===== src/rtl/fpu_mc_sequencer_if.sv =====
// Purpose: bundles the E-stage issue, decode hazard, FP-unit and writeback signals of the sequencer.
// Latency: none (wires only).
// Backpressure: stall_req from the sequencer freezes F/D; wb_pipe_busy holds off the sequencer write.
// Modports: master = pipeline/unit side (drives issue, decode, unit reply, pipe-busy);
//           slave  = sequencer side (drives unit start/operands, writeback, stall and status).
interface fpu_mc_if #(
    parameter int DW = 32,
    parameter int AW = 5
);
    // E-stage issue
    logic          issue_valid_E;
    logic          flushE;
    logic [3:0]    fpu_control_E;
    logic [AW-1:0] rdE;
    logic [DW-1:0] srcA_E;
    logic [DW-1:0] srcB_E;
    // decode-stage register fields for hazard detection
    logic [AW-1:0] rs1D;
    logic [AW-1:0] rs2D;
    logic [AW-1:0] rdD;
    logic          rd1_selD;
    logic          rd2_selD;
    logic          rdW_selD;
    logic          reg_writeD;
    // multi-cycle unit handshake
    logic          mc_start;
    logic [3:0]    mc_op;
    logic [DW-1:0] mc_a;
    logic [DW-1:0] mc_b;
    logic          mc_done;
    logic [DW-1:0] mc_result;
    // float register-file write port arbitration
    logic          wb_pipe_busy;
    logic          wb_en;
    logic [AW-1:0] wb_addr;
    logic [DW-1:0] wb_data;
    // hazard unit / status
    logic          stall_req;
    logic          busy;
    logic          timeout_err;

    modport master (
        output issue_valid_E, flushE, fpu_control_E, rdE, srcA_E, srcB_E,
        output rs1D, rs2D, rdD, rd1_selD, rd2_selD, rdW_selD, reg_writeD,
        output mc_done, mc_result, wb_pipe_busy,
        input  mc_start, mc_op, mc_a, mc_b,
        input  wb_en, wb_addr, wb_data, stall_req, busy, timeout_err
    );

    modport slave (
        input  issue_valid_E, flushE, fpu_control_E, rdE, srcA_E, srcB_E,
        input  rs1D, rs2D, rdD, rd1_selD, rd2_selD, rdW_selD, reg_writeD,
        input  mc_done, mc_result, wb_pipe_busy,
        output mc_start, mc_op, mc_a, mc_b,
        output wb_en, wb_addr, wb_data, stall_req, busy, timeout_err
    );
endinterface


===== src/rtl/fpu_mc_sequencer.sv =====
// Purpose: issue/completion controller for a multi-cycle FP divide/sqrt unit with a one-entry
//          float-destination scoreboard and float write-port arbitration against pipeline W.
// Latency: mc_start the cycle after issue; wb_en earliest the cycle after mc_done; IDLE after the wb_en edge.
// Backpressure: stall_req holds F/D while an op is pending; the pipeline owns the write port (wb_pipe_busy).
// Ports: clk, reset (synchronous, active-high); bus = fpu_mc_if.slave (issue, decode fields, unit
//        handshake, writeback, stall_req/busy/timeout_err).
// Option: FPU_SEQ_PERF_EN adds saturating perf_busy_cycles / perf_stall_cycles outputs.
module fpu_mc_sequencer #(
    parameter int DW      = 32,
    parameter int AW      = 5,
    parameter int TIMEOUT = 64
) (
    input  logic        clk,
    input  logic        reset,
    fpu_mc_if.slave     bus
`ifdef FPU_SEQ_PERF_EN
    ,
    output logic [31:0] perf_busy_cycles,
    output logic [31:0] perf_stall_cycles
`endif
);
    localparam int CW = $clog2(TIMEOUT);

    typedef enum logic [1:0] {
        S_IDLE = 2'd0,
        S_RUN  = 2'd1,
        S_WB   = 2'd2
    } state_t;

    state_t        state;
    state_t        state_nxt;

    logic [CW-1:0] cnt;
    logic          mc_start_q;
    logic [3:0]    mc_op_q;
    logic [DW-1:0] mc_a_q;
    logic [DW-1:0] mc_b_q;
    logic [AW-1:0] pend_rd;
    logic [DW-1:0] wb_data_q;
    logic          timeout_err_q;

    logic          busy;
    logic          wb_en;
    logic          stall_req;
    logic          issue_acc;
    logic          run_expire;
    logic          raw_hit;
    logic          waw_hit;

    // A flushed E instruction never reaches the unit.
    assign issue_acc  = bus.issue_valid_E & ~bus.flushE;
    assign run_expire = (cnt == CW'(TIMEOUT - 1));

    // State register
    always_ff @(posedge clk) begin
        if (reset) begin
            state <= S_IDLE;
        end else begin
            state <= state_nxt;
        end
    end

    // Next-state logic; mc_done wins over the timeout on the same edge.
    always_comb begin
        state_nxt = state;
        unique case (state)
            S_IDLE: if (issue_acc) state_nxt = S_RUN;
            S_RUN: begin
                if (bus.mc_done)     state_nxt = S_WB;
                else if (run_expire) state_nxt = S_IDLE;
            end
            S_WB:   if (wb_en) state_nxt = S_IDLE;
            default: state_nxt = S_IDLE;
        endcase
    end

    // Output logic; float x0 is an ordinary register so no zero-address masking.
    always_comb begin
        busy      = (state != S_IDLE);
        wb_en     = (state == S_WB) & ~bus.wb_pipe_busy;
        raw_hit   = (bus.rd1_selD & (bus.rs1D == pend_rd)) |
                    (bus.rd2_selD & (bus.rs2D == pend_rd));
        waw_hit   = bus.reg_writeD & bus.rdW_selD & (bus.rdD == pend_rd);
        stall_req = busy & (bus.issue_valid_E | raw_hit | waw_hit);
    end

    // Datapath: operand/destination latch, run counter, result capture, sticky abort flag.
    always_ff @(posedge clk) begin
        if (reset) begin
            cnt           <= '0;
            mc_start_q    <= 1'b0;
            mc_op_q       <= '0;
            mc_a_q        <= '0;
            mc_b_q        <= '0;
            pend_rd       <= '0;
            wb_data_q     <= '0;
            timeout_err_q <= 1'b0;
        end else begin
            mc_start_q <= (state == S_IDLE) & issue_acc;
            if ((state == S_IDLE) & issue_acc) begin
                mc_op_q <= bus.fpu_control_E;
                mc_a_q  <= bus.srcA_E;
                mc_b_q  <= bus.srcB_E;
                pend_rd <= bus.rdE;
                cnt     <= '0;
            end else if ((state == S_RUN) & ~bus.mc_done & ~run_expire) begin
                // Abort fires at TIMEOUT-1, so the counter never wraps.
                cnt <= cnt + CW'(1);
            end
            if ((state == S_RUN) & bus.mc_done) begin
                wb_data_q <= bus.mc_result;
            end
            if ((state == S_RUN) & ~bus.mc_done & run_expire) begin
                timeout_err_q <= 1'b1;
            end
        end
    end

    assign bus.mc_start    = mc_start_q;
    assign bus.mc_op       = mc_op_q;
    assign bus.mc_a        = mc_a_q;
    assign bus.mc_b        = mc_b_q;
    assign bus.wb_en       = wb_en;
    assign bus.wb_addr     = pend_rd;
    assign bus.wb_data     = wb_data_q;
    assign bus.stall_req   = stall_req;
    assign bus.busy        = busy;
    assign bus.timeout_err = timeout_err_q;

`ifdef FPU_SEQ_PERF_EN
    // Saturating activity counters.
    always_ff @(posedge clk) begin
        if (reset) begin
            perf_busy_cycles  <= '0;
            perf_stall_cycles <= '0;
        end else begin
            if (busy && (perf_busy_cycles != 32'hFFFF_FFFF)) begin
                perf_busy_cycles <= perf_busy_cycles + 32'd1;
            end
            if (stall_req && (perf_stall_cycles != 32'hFFFF_FFFF)) begin
                perf_stall_cycles <= perf_stall_cycles + 32'd1;
            end
        end
    end
`endif

endmodule

===== src/flat_wrapper.sv =====
// flat-port wrapper written by rule: the top's interface ports become plain ports
module fpu_mc_sequencer_flat 
#(
    parameter int DW      = 32,
    parameter int AW      = 5,
    parameter int TIMEOUT = 64
)
  (clk, reset, bus_issue_valid_E, bus_flushE, bus_fpu_control_E, bus_rdE, bus_srcA_E, bus_srcB_E, bus_rs1D, bus_rs2D, bus_rdD, bus_rd1_selD, bus_rd2_selD, bus_rdW_selD, bus_reg_writeD, bus_mc_done, bus_mc_result, bus_wb_pipe_busy, bus_mc_start, bus_mc_op, bus_mc_a, bus_mc_b, bus_wb_en, bus_wb_addr, bus_wb_data, bus_stall_req, bus_busy, bus_timeout_err);
  fpu_mc_if #(.DW(DW), .AW(AW)) bus_i ();
  input  logic clk;
  input  logic reset;
  input wire logic [$bits(bus_i.issue_valid_E)-1:0] bus_issue_valid_E;
  input wire logic [$bits(bus_i.flushE)-1:0] bus_flushE;
  input wire logic [$bits(bus_i.fpu_control_E)-1:0] bus_fpu_control_E;
  input wire logic [$bits(bus_i.rdE)-1:0] bus_rdE;
  input wire logic [$bits(bus_i.srcA_E)-1:0] bus_srcA_E;
  input wire logic [$bits(bus_i.srcB_E)-1:0] bus_srcB_E;
  input wire logic [$bits(bus_i.rs1D)-1:0] bus_rs1D;
  input wire logic [$bits(bus_i.rs2D)-1:0] bus_rs2D;
  input wire logic [$bits(bus_i.rdD)-1:0] bus_rdD;
  input wire logic [$bits(bus_i.rd1_selD)-1:0] bus_rd1_selD;
  input wire logic [$bits(bus_i.rd2_selD)-1:0] bus_rd2_selD;
  input wire logic [$bits(bus_i.rdW_selD)-1:0] bus_rdW_selD;
  input wire logic [$bits(bus_i.reg_writeD)-1:0] bus_reg_writeD;
  input wire logic [$bits(bus_i.mc_done)-1:0] bus_mc_done;
  input wire logic [$bits(bus_i.mc_result)-1:0] bus_mc_result;
  input wire logic [$bits(bus_i.wb_pipe_busy)-1:0] bus_wb_pipe_busy;
  output wire logic [$bits(bus_i.mc_start)-1:0] bus_mc_start;
  output wire logic [$bits(bus_i.mc_op)-1:0] bus_mc_op;
  output wire logic [$bits(bus_i.mc_a)-1:0] bus_mc_a;
  output wire logic [$bits(bus_i.mc_b)-1:0] bus_mc_b;
  output wire logic [$bits(bus_i.wb_en)-1:0] bus_wb_en;
  output wire logic [$bits(bus_i.wb_addr)-1:0] bus_wb_addr;
  output wire logic [$bits(bus_i.wb_data)-1:0] bus_wb_data;
  output wire logic [$bits(bus_i.stall_req)-1:0] bus_stall_req;
  output wire logic [$bits(bus_i.busy)-1:0] bus_busy;
  output wire logic [$bits(bus_i.timeout_err)-1:0] bus_timeout_err;
  assign bus_i.issue_valid_E = bus_issue_valid_E;
  assign bus_i.flushE = bus_flushE;
  assign bus_i.fpu_control_E = bus_fpu_control_E;
  assign bus_i.rdE = bus_rdE;
  assign bus_i.srcA_E = bus_srcA_E;
  assign bus_i.srcB_E = bus_srcB_E;
  assign bus_i.rs1D = bus_rs1D;
  assign bus_i.rs2D = bus_rs2D;
  assign bus_i.rdD = bus_rdD;
  assign bus_i.rd1_selD = bus_rd1_selD;
  assign bus_i.rd2_selD = bus_rd2_selD;
  assign bus_i.rdW_selD = bus_rdW_selD;
  assign bus_i.reg_writeD = bus_reg_writeD;
  assign bus_i.mc_done = bus_mc_done;
  assign bus_i.mc_result = bus_mc_result;
  assign bus_i.wb_pipe_busy = bus_wb_pipe_busy;
  assign bus_mc_start = bus_i.mc_start;
  assign bus_mc_op = bus_i.mc_op;
  assign bus_mc_a = bus_i.mc_a;
  assign bus_mc_b = bus_i.mc_b;
  assign bus_wb_en = bus_i.wb_en;
  assign bus_wb_addr = bus_i.wb_addr;
  assign bus_wb_data = bus_i.wb_data;
  assign bus_stall_req = bus_i.stall_req;
  assign bus_busy = bus_i.busy;
  assign bus_timeout_err = bus_i.timeout_err;
  fpu_mc_sequencer #(.DW(DW), .AW(AW), .TIMEOUT(TIMEOUT)) u_core (.clk(clk), .reset(reset), .bus(bus_i));
endmodule

===== config.mk =====
export PLATFORM = sky130hd
export DESIGN_NAME = fpu_mc_sequencer_flat
export DESIGN_NICKNAME = d
export VERILOG_FILES = /design/src/rtl/fpu_mc_sequencer_if.sv /design/src/rtl/fpu_mc_sequencer.sv /design/src/flat_wrapper.sv
export SDC_FILE = /design/constraint.sdc
export NUM_CORES = 1
export LEC_CHECK = 0
export ABC_AREA = 1
export BUFFER_PORTS_ARGS = -buffer_cell sky130_fd_sc_hd__buf_2
export CAP_MARGIN = 20
export CORE_AREA = 2 2 98 100
export CTS_CLUSTER_SIZE = 14
export DETAILED_ROUTE_END_ITERATION = 7
export DIE_AREA = 0 0 100 102
export PLACE_DENSITY_LB_ADDON = 0.2
export SYNTH_ARGS = -nofsm -noshare
export SYNTH_HDL_FRONTEND = slang
export SYNTH_SLANG_ARGS = --single-unit
export TNS_END_PERCENT = 20

===== constraint.sdc =====
create_clock -name clk -period 4 [get_ports clk]
set_clock_uncertainty 0.2 [all_clocks]
set_input_delay 0.2 -clock clk [delete_from_list [all_inputs] [get_ports clk]]
set_output_delay 0.2 -clock clk [all_outputs]
set_load 0.005 [all_outputs]

==> results by stage, run 1 <==
Critical path:
- The worst setup path is launched from a primary input.
- Of all nets on the critical path, the largest fanout is 37.
- The data required time of the worst path is 4.23 ns.
- The critical path contains buffers and inverters numbering 5 combined.
- The class of the most critical setup path is in2reg.
- The highest-delay cell along the critical path is sky130_fd_sc_hd__nor2_4.
- Data arrives at the worst endpoint at approximately 3.7 ns.
- The kind of cell with the highest combined delay along the critical path is buffers and inverters.
- The kind of end point of the critical path is a flip-flop.
- Traced cell by cell, the critical path runs through dlygate4sd3_1, buf_2, nor2_1, dlygate4sd3_1, nand2_4, nor2_4, nand2_1, dlygate4sd3_1, o21ai_1, dlygate4sd3_1.
- The biggest cell delay along the critical path is 0.67 ns.
- The most repeated library cell on the critical path is sky130_fd_sc_hd__dlygate4sd3_1.

Floorplanning:
- The floorplan step set the die width to roughly 100 um.
- The die is 102 um tall.
- The floorplan step defined a die boundary enclosing around 10000 sq um.
- The number of top-level pins is 240.
- The placeable core region is around 9100 sq um.
- The number of rows created at floorplan is 35.
- The initial utilization of the core area, before any placement, comes to 0.4606.

Clock tree:
- The post-cts resize count is 0.
- At the later pin of the worst-skew pair, clock insertion delay measures 0.49 ns.
- After clock tree synthesis, the setup repair step added 0 buffers.
- After clock tree synthesis, the clock-pin slew on the worst setup and hold paths is approximately 0.06 ns.
- No sink is reached through more buffers than the 2 on the longest clock path.
- Clock tree synthesis inserted a total of 17 buffers.
- The tree built by TritonCTS fans out to about 120 sinks.
- After clock tree synthesis, the flow added hold-fix buffers numbering 120.
- The clock tree root driver cell is sky130_fd_sc_hd__clkbuf_8.
- The CTS tree is yes.
- The number of H-tree levels is 4.

Power and ir drop:
- Across the VDD grid, the largest voltage drop is around 0.27 mV.
- Of the total power, the share spent switching nets is 0.2230.
- Of the total power, registers draw 0.395.
- Cell internal power was estimated by the tool at around 2.4 mW.
- The portion of total power attributed to the clock network is 0.489.
- The power per unit of standard cell area is ~440 nW/um^2.
- The switching power total is 696.6 uW.
- The power share of the combinational group is 0.115.
- For this design the static power due to leakage is around 3.5 nW.

Placement:
- The port buffer count is 239.
- Summing all placed instances gives a cell area of roughly 5300 sq um.
- The minimum setup slack after placement is 1.652 ns.
- The HPWL after detailed placement is roughly 7.6 mm.
- Including well taps, the total number of placed cells is roughly 770.
- The final RePlAce weighted congestion is between 0.8 and 0.9.

Layout:
- The number of non-filler instances in the completed layout is a little over 900.
- The area growth from synthesis to layout is 70.03%.
- The cell area after layout is 7133 sq um.
- The library cell used most frequently in the layout, excluding fill and tap cells, is sky130_fd_sc_hd__buf_2.
- Of the cells placed in the final design, the portion with a size suffix greater than 1 is 0.3440.
- Leaving out fill and tap cells, the most frequent cells in the layout are 239 x sky130_fd_sc_hd__buf_2, 120 x sky130_fd_sc_hd__dlygate4sd3_1, 115 x sky130_fd_sc_hd__dfxtp_1, 68 x sky130_fd_sc_hd__a22o_1.
- The layout has around 570 filler cells.
- At the end of the flow, the number of nets in the layout was 933.

GRT:
- Entering global routing, the biggest net connects 73 pins.
- Across every metal layer, demand over resource in global routing totals 0.2683.
- The first global-routing pass estimated 21.56 mm of wire.
- The initial antenna violation count came to 0.
- The number of global-route vias before repair is around 4600.
- The overflow left after global routing is 0.

Synthesis:
- The largest family of logic cells by synthesized area is compound AO/OA/AOI/OAI gates.
- Of the total synthesized cell area, the portion taken by full adders, half adders and majority gates is 0.002982.
- Dividing the synthesized area by the synthesized cell count gives 9.385 sq um.
- The xor and xnor fraction of the mapped netlist area is 0.004175.
- The synthesized instance count is 447.
- The count of state elements after synthesis is about 120.
- Synthesis produced a netlist with a net count of a little under 600.
- The multiplexer share of the synthesized area is 0.
- The area fraction in and, or, nand and nor cells after synthesis is 0.09574.
- The count of synthesis-stage warnings from yosys is 0.
- The compound-cell area share of the yosys netlist came to 0.2383.
- The post-synthesis sequential area ratio is 0.5488.
- The summed instance area of the synthesized netlist is about 4200 sq um.
- The number of distinct library cell variants in the gate-level netlist after synthesis is 25.

Timing:
- For the pin with the worst max-slew slack, the measured transition is 0.9157 ns.
- The final number of setup-violating endpoints is 0.
- The post-route fraction of the period consumed by the critical path is 0.8609.
- The worst path meets setup with between 0.5 and 0.6 ns of slack.
- The count of pins over their slew limit is 0.
- The setup TNS is 0 ns.
- The minimum period implied by the final worst setup slack is between 3 and 4 ns.
- Setup repair after global routing left no endpoint under its margin.
- The number of endpoints with negative hold slack in the final report came to 0.
- The minimum hold slack is 0.2409 ns.
- Timing would allow up to about 290 MHz.
- In this run the tightest slew margin relative to its limit is 0.3889.

Detailed routing:
- The number of remaining DRC errors is 0.
- The total via count in the routed design is ~4500.
- Using the TritonRoute via totals, the vias-per-cell ratio works out to just under 5.
- The final layout contains routed wiring with a total length of between 10 and 15 mm.
- After detailed routing, the average wire length per cell comes to roughly 15 um.
- The number of nets with antenna violations after routing is 0.
- For this block, the initial DRC count from the detailed router was 120.
- The first detailed-routing pass took 6 iterations.

Flow run:
- Across the run, the number of max-cap violations was 0.

Hold path:
- The worst hold path belongs to the class reg2reg.

Outcome:
- The flow ran to the end, and the final reports show no timing, DRC or antenna violations.
[flip-flops by register name, summed over array words and instances, names as in the netlist]
| signal | count |
|---|---|
| u_core.bus.mc_a | 32 |
| u_core.bus.mc_b | 32 |
| u_core.bus.mc_op | 4 |
| u_core.bus.mc_start | 1 |
| u_core.bus.timeout_err | 1 |
| u_core.bus.wb_addr | 5 |
| u_core.bus.wb_data | 32 |
| u_core.cnt | 6 |
| u_core.state | 2 |
[synthesized netlist by cell type]
cell | count | area [sq um]
sky130_fd_sc_hd__buf_2 | 7 | 35.03
sky130_fd_sc_hd__ha_1 | 1 | 12.51
sky130_fd_sc_hd__inv_2 | 3 | 11.26
sky130_fd_sc_hd__nor2_1 | 23 | 86.33
sky130_fd_sc_hd__xor2_1 | 1 | 8.760
sky130_fd_sc_hd__o21ai_1 | 27 | 135.1
sky130_fd_sc_hd__buf_8 | 6 | 90.09
sky130_fd_sc_hd__dfxtp_1 | 115 | 2302
sky130_fd_sc_hd__nand2_1 | 57 | 214.0
sky130_fd_sc_hd__buf_6 | 8 | 90.09
sky130_fd_sc_hd__xnor2_1 | 1 | 8.760
sky130_fd_sc_hd__a21oi_1 | 39 | 195.2
sky130_fd_sc_hd__o21ai_0 | 13 | 65.06
sky130_fd_sc_hd__nand2_4 | 2 | 22.52
sky130_fd_sc_hd__nor3_1 | 1 | 5.000
sky130_fd_sc_hd__inv_4 | 1 | 6.260
sky130_fd_sc_hd__inv_1 | 57 | 214.0
sky130_fd_sc_hd__nor2_2 | 1 | 6.260
sky130_fd_sc_hd__o21ai_2 | 1 | 8.760
sky130_fd_sc_hd__nor2_4 | 1 | 11.26
sky130_fd_sc_hd__nand3_1 | 8 | 40.04
sky130_fd_sc_hd__nand4_1 | 1 | 6.260
sky130_fd_sc_hd__nor3_2 | 1 | 10.01
sky130_fd_sc_hd__clkbuf_1 | 4 | 15.01
sky130_fd_sc_hd__a22o_1 | 68 | 595.6
[stage by stage]
stage,power [mW],util
global placement,1.503,0.5832
finish,3.123,0.7831
detailed placement,1.509,0.5832
global route,3.235,0.7828
floorplan,1.385,-
CTS,3.126,0.7806
[final cells by class]
| class | instances | area, sq um | share of cell area |
|---|---|---|---|
| multi-input cells | 246 | 1436 | 0.2014 |
| well taps | 111 | 138.9 | 0.01947 |
| repair buffers | 361 | 2425 | 0.3399 |
| diodes | 1 | 2.502 | 0.0003508 |
| inverters | 61 | 231.5 | 0.03245 |
| flip-flops and latches | 115 | 2302 | 0.3228 |
| clock buffers | 21 | 439.2 | 0.06157 |
| clock inverters | 10 | 157.7 | 0.02210 |
[routing by layer]
metal  global-route usage  share of wire  up-vias  wire length, um
met5                    0              0        -                0
met4               0.1275          0.024        0              342
met3              0.08755          0.067       36              945
met2               0.4922           0.52      196             7349
met1               0.2782           0.39     2082             5506
li1                     -              -     2221                -
[worst paths after layout]
check                                 startpoint                             endpoint  slack [ns]  depth (start not counted)
max                                   bus_flushE   u_core.bus.wb_addr[2]$_SDFFE_PP0P_        0.56                         10
min          u_core.bus.wb_data[29]$_SDFFE_PP0P_  u_core.bus.wb_data[29]$_SDFFE_PP0P_        0.24                          2
max reg2reg         u_core.state[1]$_SDFFE_PP0P_   u_core.bus.wb_addr[2]$_SDFFE_PP0P_        1.03                          7
min reg2reg  u_core.bus.wb_data[29]$_SDFFE_PP0P_  u_core.bus.wb_data[29]$_SDFFE_PP0P_        0.24                          2
[worst register-to-register path, stage by stage (launching register included)]
cell                            delay [ns]
sky130_fd_sc_hd__dfxtp_1              0.35
sky130_fd_sc_hd__nor2_2               0.22
sky130_fd_sc_hd__nand2_4              0.10
sky130_fd_sc_hd__nor2_4               0.67
sky130_fd_sc_hd__nand2_1              0.12
sky130_fd_sc_hd__dlygate4sd3_1        0.61
sky130_fd_sc_hd__o21ai_1              0.08
sky130_fd_sc_hd__dlygate4sd3_1        0.56
[cell families (layout without fill, tap and decap cells)]
family          after synthesis  after routing
simple gates                 95             95
other cells                   0              1
compound gates              148            148
xor+xnor                      2              2
fa+ha+maj                     1              1
flops                       115            115
buf+inv                      86            453
[power by group through the flow]
| stage | Clock, mW | Sequential (mW) | Combinational, mW |
|---|---|---|---|
| floorplan | 0 | 1.26 | 0.127 |
| global placement | 0 | 1.25 | 0.250 |
| detailed placement | 0 | 1.25 | 0.255 |
| CTS | 1.55 | 1.23 | 0.345 |
| global route | 1.60 | 1.24 | 0.392 |
| finish | 1.53 | 1.23 | 0.360 |
Note: power is estimated with default switching activity, not from simulation.
==> run 2, diff against run 1 <==
- CORE_AREA: 2 2 98 100 -> 2 2 113 115
- DIE_AREA: 0 0 100 102 -> 0 0 115 117
==> run 2 against run 1 <==
  * Via count fell by 3.8%
  * Register-to-register slack improved by 0.96 ns
  * Power rose by 5.1%
  * Critical endpoint is now u_core.cnt[0]$_SDFFE_PP0P_
  * Sequential power barely moved
  * Global-route usage fell by 8.5 points
  * Highest routed layer unchanged
==> results by stage, run 2 (synthesis results as in run 1) <==
Outcome:
- The run finished with clean final reports.

Layout:
- The count of inserted antenna diode cells was 0 (-1).
- The fraction of final layout cells sized beyond drive strength 1 was 0.3536 (+0.009618).
- The number of non-filler instances in the completed layout is 956 (+3.2%).
- The library cell used most frequently in the layout, excluding fill and tap cells, is sky130_fd_sc_hd__buf_2.
- The top cell types in the final layout, fill and taps aside, are 239 x sky130_fd_sc_hd__buf_2, 115 x sky130_fd_sc_hd__dfxtp_1, 109 x sky130_fd_sc_hd__dlygate4sd3_1, 68 x sky130_fd_sc_hd__a22o_1.
- The utilization after layout is 0.5824 (-0.2007).
- The number of nets in the final layout is 924 (-0.96%).
- Compared with the post-synthesis result, the final layout area differs by 70.92%.
- The cell area after layout is 7171 sq um (+0.53%).

Timing:
- The setup TNS was 0 ns (unchanged).
- The slew at the pin closest to its max-slew limit is 0.8844 ns (-0.03126 ns).
- The post-route fraction of the period consumed by the critical path is 0.6115 (-0.2494).
- The worst-case headroom to the max-slew limit is 0.4097 (+0.02086).
- The maximum operating frequency is 408.9 MHz (+41%).
- The final number of setup-violating endpoints is 0 (unchanged).
- The count of pins over their slew limit is 0 (unchanged).
- Setup repair after global routing left no endpoint under its margin.
- The number of endpoints with negative hold slack in the final report is 0 (unchanged).
- The minimum hold slack was 0.02467 ns (-0.2162 ns).
- The slack of the critical path is 1.554 ns (+0.9976 ns).
- The minimum period implied by the final worst setup slack is 2.446 ns (-0.9976 ns).

Clock tree:
- The number of clock buffers inserted by TritonCTS is 17 (unchanged).
- The maximum clock insertion buffer count is 2 (unchanged).
- The clock network latency to the later pin of the worst-skew pair was 0.41 ns (-0.08 ns).
- The number of post-CTS setup repair buffers is 0 (unchanged).
- The count of clock tree sinks came to 115 (unchanged).
- The post-cts resize count is 0 (unchanged).
- The number of H-tree levels is 4 (unchanged).
- The CTS tree is yes.
- The clock tree root driver cell is sky130_fd_sc_hd__clkbuf_16.
- The clock-pin slew on the worst setup and hold paths is 0.06 ns (about the same).

GRT:
- The overall global routing resource usage was 0.1835 (-0.08488).
- The wire length of the first global-routing pass was 19.34 mm (-10%).
- The initial antenna violation count is 0 (unchanged).
- The met3 capacity usage during global routing is 0.07621 (-0.01134).
- The largest net degree at the start of global routing came to 73 (unchanged).
- The met1 usage is 0.2033 (-0.07487).
- The overflow left after global routing came to 0 (unchanged).
- The number of global-route vias before repair was 4149 (-10%).
- The met2 track utilization from global routing was 0.3149 (-0.1773).
- The busiest layer in global routing is met2.

Detailed routing:
- The number of remaining DRC errors was 0 (unchanged).
- The total via count in the routed design is 4362 (-3.8%).
- The ratio of routed vias to standard cells was 4.563 (-6.8%).
- The first-pass iteration count of the detailed router is 4 (-2).
- The average routed wire per standard cell is 13.57 um (-11%).
- The initial DRC count came to 228 (+90%).
- The number of nets with antenna violations after routing came to 0 (unchanged).
- The aggregate routed wire length came to 12.97 mm (-8.3%).

Flow run:
- The max-capacitance violation count was 0 (unchanged).

Floorplanning:
- The die area is 13460 sq um (+32%).
- The die outline width is 115 um (+15%).
- The number of rows created at floorplan is 41 (+17%).
- The placeable core region came to 12310 sq um (+35%).
- The number of top-level pins is 240 (unchanged).
- The starting density of the core was 0.3408 (-0.1198).
- The height of the chip is 117 um (+15%).

Placement:
- The HPWL after detailed placement was 7.543 mm (-1.3%).
- The port buffer count is 239 (unchanged).
- The total placed cells including tap cells is 814 (+5.3%).
- The minimum setup slack after placement is 1.621 ns (-0.03090 ns).
- The instance area at placement is 5389 sq um (+1.4%).
- The final RePlAce weighted congestion is 0.7688 (-6.6%).

Power and ir drop:
- The worst voltage drop across the vdd grid is 0.2873 mV (+8.1%).
- The register share of total power is 0.375 (-0.020).
- The switching share of total power came to 0.2120 (-0.01106).
- The power per unit of standard cell area is 458.0 nW/um^2 (+4.6%).
- The switching power total is 696.0 uW (about the same).
- The portion of total power attributed to the clock network is 0.518 (+0.029).
- The standby leakage power is 3.560 nW (+0.36%).
- The power after layout came to 3.284 mW (+5.1%).
- The total internal power came to 2.588 mW (+6.6%).
- The power share of the combinational group came to 0.106 (-0.009).

Critical path:
- The data arrival time of the worst path is 2.58 ns (-1.10 ns).
- The worst setup path is of the in2reg kind.
- The kind of end point of the critical path is a flip-flop.
- The largest fanout of any net on the critical path is 72 (+95%).
- The data required time of the worst path is 4.13 ns (-0.10 ns).
- The kind of launch point of the worst setup path is a primary input.

Hold path:
- The type of the most critical hold path is in2reg.
run 2: cell types whose count changed in the layout (fill, tap and decap cells not counted), moves of 2 or more:
cell / change
sky130_fd_sc_hd__dlygate4sd3_1: -11
sky130_fd_sc_hd__clkbuf_8: +3
sky130_fd_sc_hd__clkbuf_1: -2
sky130_fd_sc_hd__clkinvlp_4: -2
run 2: worst paths after layout:
kind	depth (start not counted)	slack, ns	start	end
worst max register to register	6	1.99	u_core.state[1]$_SDFFE_PP0P_	u_core.bus.mc_a[9]$_SDFFE_PP0P_
worst min-delay path	5	0.02	bus_issue_valid_E	u_core.state[0]$_SDFFE_PP0P_
worst min register to register	2	0.24	u_core.bus.wb_data[5]$_SDFFE_PP0P_	u_core.bus.wb_data[5]$_SDFFE_PP0P_
worst max-delay path	7	1.55	reset	u_core.cnt[0]$_SDFFE_PP0P_
run 2: final cells by class:
| cell class | instances | area, sq um |
|---|---|---|
| timing repair buffer | 352 | 2342 |
| fill | 1020 | 5141 |
| multi-input combinational | 246 | 1436 |
| inverter | 61 | 231.5 |
| tap | 150 | 187.7 |
| clock buffer | 23 | 498.0 |
| sequential | 115 | 2302 |
| clock inverter | 9 | 172.7 |
run 2: worst max-delay path, cell delays in order:
cell                            delay (ns)
sky130_fd_sc_hd__dlygate4sd3_1        0.53
sky130_fd_sc_hd__buf_2                0.16
sky130_fd_sc_hd__inv_1                0.65
sky130_fd_sc_hd__nand2_4              0.19
sky130_fd_sc_hd__inv_4                0.56
sky130_fd_sc_hd__o21ai_1              0.13
sky130_fd_sc_hd__a21oi_1              0.15
run 2: metal layers:
layer | vias to the layer above | share of wire
met2 | 191 | 0.48
met1 | 1947 | 0.41
li1 | 2207 | -
met3 | 17 | 0.092
met5 | - | 0
met4 | 0 | 0.015
run 2: repair_timing:
| action | in CTS | in global routing |
|---|---|---|
| hold buffers | 109 | 0 |
| endpoints found under the hold margin | 108 | 0 |
| endpoints found under the setup margin | 0 | 0 |
run 2: power groups by stage:
stage	Clock (mW)	Combinational [mW]	Sequential, mW
after global routing	1.78	0.384	1.24
after detailed placement	0	0.260	1.25
after floorplan	0	0.127	1.26
after global placement	0	0.254	1.25
final	1.70	0.350	1.23
after CTS	1.73	0.342	1.23
==> run 3, diff against run 2 <==
- clock period: 4 -> 2 ns (I/O delays scaled with it)
==> run 3 against run 2 <==
  * Count of clock-buffer cells in the layout fell by 1
  * Core utilization is 0.20 points lower
  * Wire length down 1.5%
  * Hold slack better by 0.050 ns
  * Critical endpoint is now bus_stall_req
  * Die area is the same
  * Final area down 0.35%
==> results by stage, run 3 (synthesis results as in run 1) <==
Detailed routing:
- The aggregate routed wire length is 12.78 mm (-1.5%).
- The first-pass iteration count of the detailed router was 4 (unchanged).
- The total via count in the routed design is 4357 (-0.11%).
- The average routed wire per standard cell is 13.37 um (-1.5%).
- The number of nets with antenna violations after routing came to 0 (unchanged).
- The number of remaining DRC errors is 0 (unchanged).
- The initial DRC count was 252 (+11%).
- The ratio of routed vias to standard cells is 4.558 (-0.11%).

Timing:
- Setup repair after global routing left no endpoint under its margin.
- The post-route fraction of the period consumed by the critical path is 0.9128.
- The final number of setup-violating endpoints is 0 (unchanged).
- The slew at the pin closest to its max-slew limit was 0.7215 ns (-0.1630 ns).
- The number of endpoints with negative hold slack in the final report is 0 (unchanged).
- The count of pins over their slew limit is 0 (unchanged).
- The worst-case headroom to the max-slew limit is 0.5190 (+0.1093).
- The setup TNS is 0 ns (unchanged).
- The minimum period implied by the final worst setup slack is ~1.8 ns.
- The maximum operating frequency is 547.8 MHz.

GRT:
- The number of global-route vias before repair is 4107 (-1.0%).
- The initial antenna violation count came to 0 (unchanged).
- The overall global routing resource usage was 0.1801 (-0.003325).
- The largest net degree at the start of global routing is 73 (unchanged).
- The wire length of the first global-routing pass is 19.00 mm (-1.8%).
- The overflow left after global routing is 0 (unchanged).

Critical path:
- The source of the worst register-to-register timing path is u_core.state[1]$_SDFFE_PP0P_.
- The timing startpoint of the critical path is u_core.bus.wb_addr[4]$_SDFFE_PP0P_.
- The data required time of the worst path was 1.70 ns (-2.43 ns).
- STA classifies the critical path endpoint as an output port.
- The largest fanout of any net on the critical path is 5 (-93%).
- The worst setup path is launched from a flip-flop.
- The class of the most critical setup path is reg2out.
- The path depth of the worst reg2reg path is 6 (unchanged).
- The data arrival time of the worst path came to 1.53 ns (-1.05 ns).

Outcome:
- The run finished with clean final reports.

Layout:
- The cell area after layout is 7146 sq um (-0.35%).
- The number of nets in the final layout came to 924 (unchanged).
- Leaving out fill and tap cells, the most frequent cells in the layout are 239 x sky130_fd_sc_hd__buf_2, 115 x sky130_fd_sc_hd__dfxtp_1, 110 x sky130_fd_sc_hd__dlygate4sd3_1, 68 x sky130_fd_sc_hd__a22o_1.
- The count of inserted antenna diode cells was 0 (unchanged).
- The number of fillers in the final layout is 1040 (+2.0%).
- The most frequent standard cell in the layout excluding fill and tap cells is sky130_fd_sc_hd__buf_2.
- The fraction of final layout cells sized beyond drive strength 1 is 0.3499 (-0.003722).
- Relative to the synthesized area, the layout overhead comes to 70.32%.

Power and ir drop:
- The register share of total power is 0.382 (+0.007).
- The power share of the combinational group was 0.108 (+0.002).
- The power per unit of standard cell area is 901.9 nW/um^2 (+97%).
- The portion of total power attributed to the clock network is 0.509 (-0.009).
- The standby leakage power was 3.543 nW (-0.48%).
- The total internal power came to 5.074 mW (+96%).
- The switching share of total power came to 0.2126 (+0.0006501).
- The switching power total is 1.370 mW (+97%).
- The worst voltage drop across the vdd grid is 0.4474 mV (+56%).

Floorplanning:
- The die area is 13460 sq um (unchanged).
- The height of the chip is 117 um (unchanged).
- The starting density of the core was 0.3408 (unchanged).
- The number of top-level pins came to 240 (unchanged).
- The die outline width came to 115 um (unchanged).
- The number of rows created at floorplan is 41 (unchanged).
- The placeable core region came to 12310 sq um (unchanged).

Placement:
- The instance area at placement is 5401 sq um (+0.23%).
- The HPWL after detailed placement is 7.661 mm (+1.6%).
- The port buffer count came to 239 (unchanged).
- The final RePlAce weighted congestion is 0.7892 (+2.7%).

Clock tree:
- The clock tree root driver cell is sky130_fd_sc_hd__clkbuf_16.
- The clock-pin slew on the worst setup and hold paths is 0.05 ns (about the same).
- The count of clock tree sinks is 115 (unchanged).
- The maximum clock insertion buffer count is 2 (unchanged).
- TritonCTS built the clock tree.
- The number of H-tree levels is 4 (unchanged).
- The number of clock buffers inserted by TritonCTS is 17 (unchanged).
- The number of post-CTS setup repair buffers is 0 (unchanged).
- The clock network latency to the later pin of the worst-skew pair came to 0.41 ns (about the same).

Hold path:
- The worst hold path belongs to the class in2reg.
- The worst min-delay path startpoint is bus_issue_valid_E.
- The cell depth of the worst hold path is 6 (+1).

Flow run:
- The max-capacitance violation count is 0 (unchanged).
==> run 3: worst paths after layout <==
kind | end | slack (ns)
max | bus_stall_req | 0.17
min | u_core.bus.wb_addr[4]$_SDFFE_PP0P_ | 0.07
max reg2reg | u_core.cnt[0]$_SDFFE_PP0P_ | 0.22
min reg2reg | u_core.bus.wb_data[5]$_SDFFE_PP0P_ | 0.24
==> run 3: critical path, cell delays in order, from the launching register on <==
cell,delay [ns]
sky130_fd_sc_hd__dfxtp_1,0.39
sky130_fd_sc_hd__inv_1,0.10
sky130_fd_sc_hd__nand2_1,0.07
sky130_fd_sc_hd__nand2_1,0.05
sky130_fd_sc_hd__nor2_1,0.12
sky130_fd_sc_hd__nand3_1,0.08
sky130_fd_sc_hd__nand2_1,0.07
sky130_fd_sc_hd__nor2_1,0.04
sky130_fd_sc_hd__nor2_1,0.08
sky130_fd_sc_hd__buf_2,0.12
==> run 3: repair_timing <==
action                    4_1_cts  5_1_grt
hold endpoints to repair      113        0
gates resized for setup         0        0
hold buffers                  110        0
==> run 3: through the flow <==
stage / power (mW) / utilization / setup slack, ns / hold slack [ns] / cells
2_1_floorplan: 2.770 / - / 0.5410 / -0.03093 / 447
3_3_place_gp: 3.018 / 0.4387 / 0.2304 / 0.1248 / 814
3_5_place_dp: 3.028 / 0.4387 / 0.1869 / 0.1187 / 814
4_1_cts: 6.500 / 0.5804 / 0.1591 / 0.05306 / 956
5_1_grt: 6.709 / 0.5804 / 0.01155 / 0.08995 / 956
6_report: 6.444 / 0.5804 / 0.1744 / 0.07459 / 956
==> run 3: power groups by stage <==
stage	clock, mW	combinational (mW)	sequential [mW]
2_1_floorplan	0	0.255	2.52
3_3_place_gp	0	0.513	2.50
3_5_place_dp	0	0.522	2.51
4_1_cts	3.35	0.690	2.46
5_1_grt	3.47	0.767	2.47
6_report	3.28	0.698	2.46
==> run 3: metal layers <==
metal	global-route usage	vias to the layer above	wire, um
met4	0.07550	0	174
li1	-	2209	-
met5	0	-	0
met3	0.07518	13	1110
met1	0.2045	1958	5440
met2	0.3004	177	6054
==> run 3: layout make-up <==
cell class                      count  area (sq um)  share of cell area
Tap cell                          150         187.7             0.02627
Inverter                           61         231.5             0.03239
Multi-Input combinational cell    246          1436              0.2010
Clock buffer                       22         464.2             0.06496
Clock inverter                     10         178.9             0.02504
Sequential cell                   115          2302              0.3222
Timing Repair Buffer              352          2345              0.3281
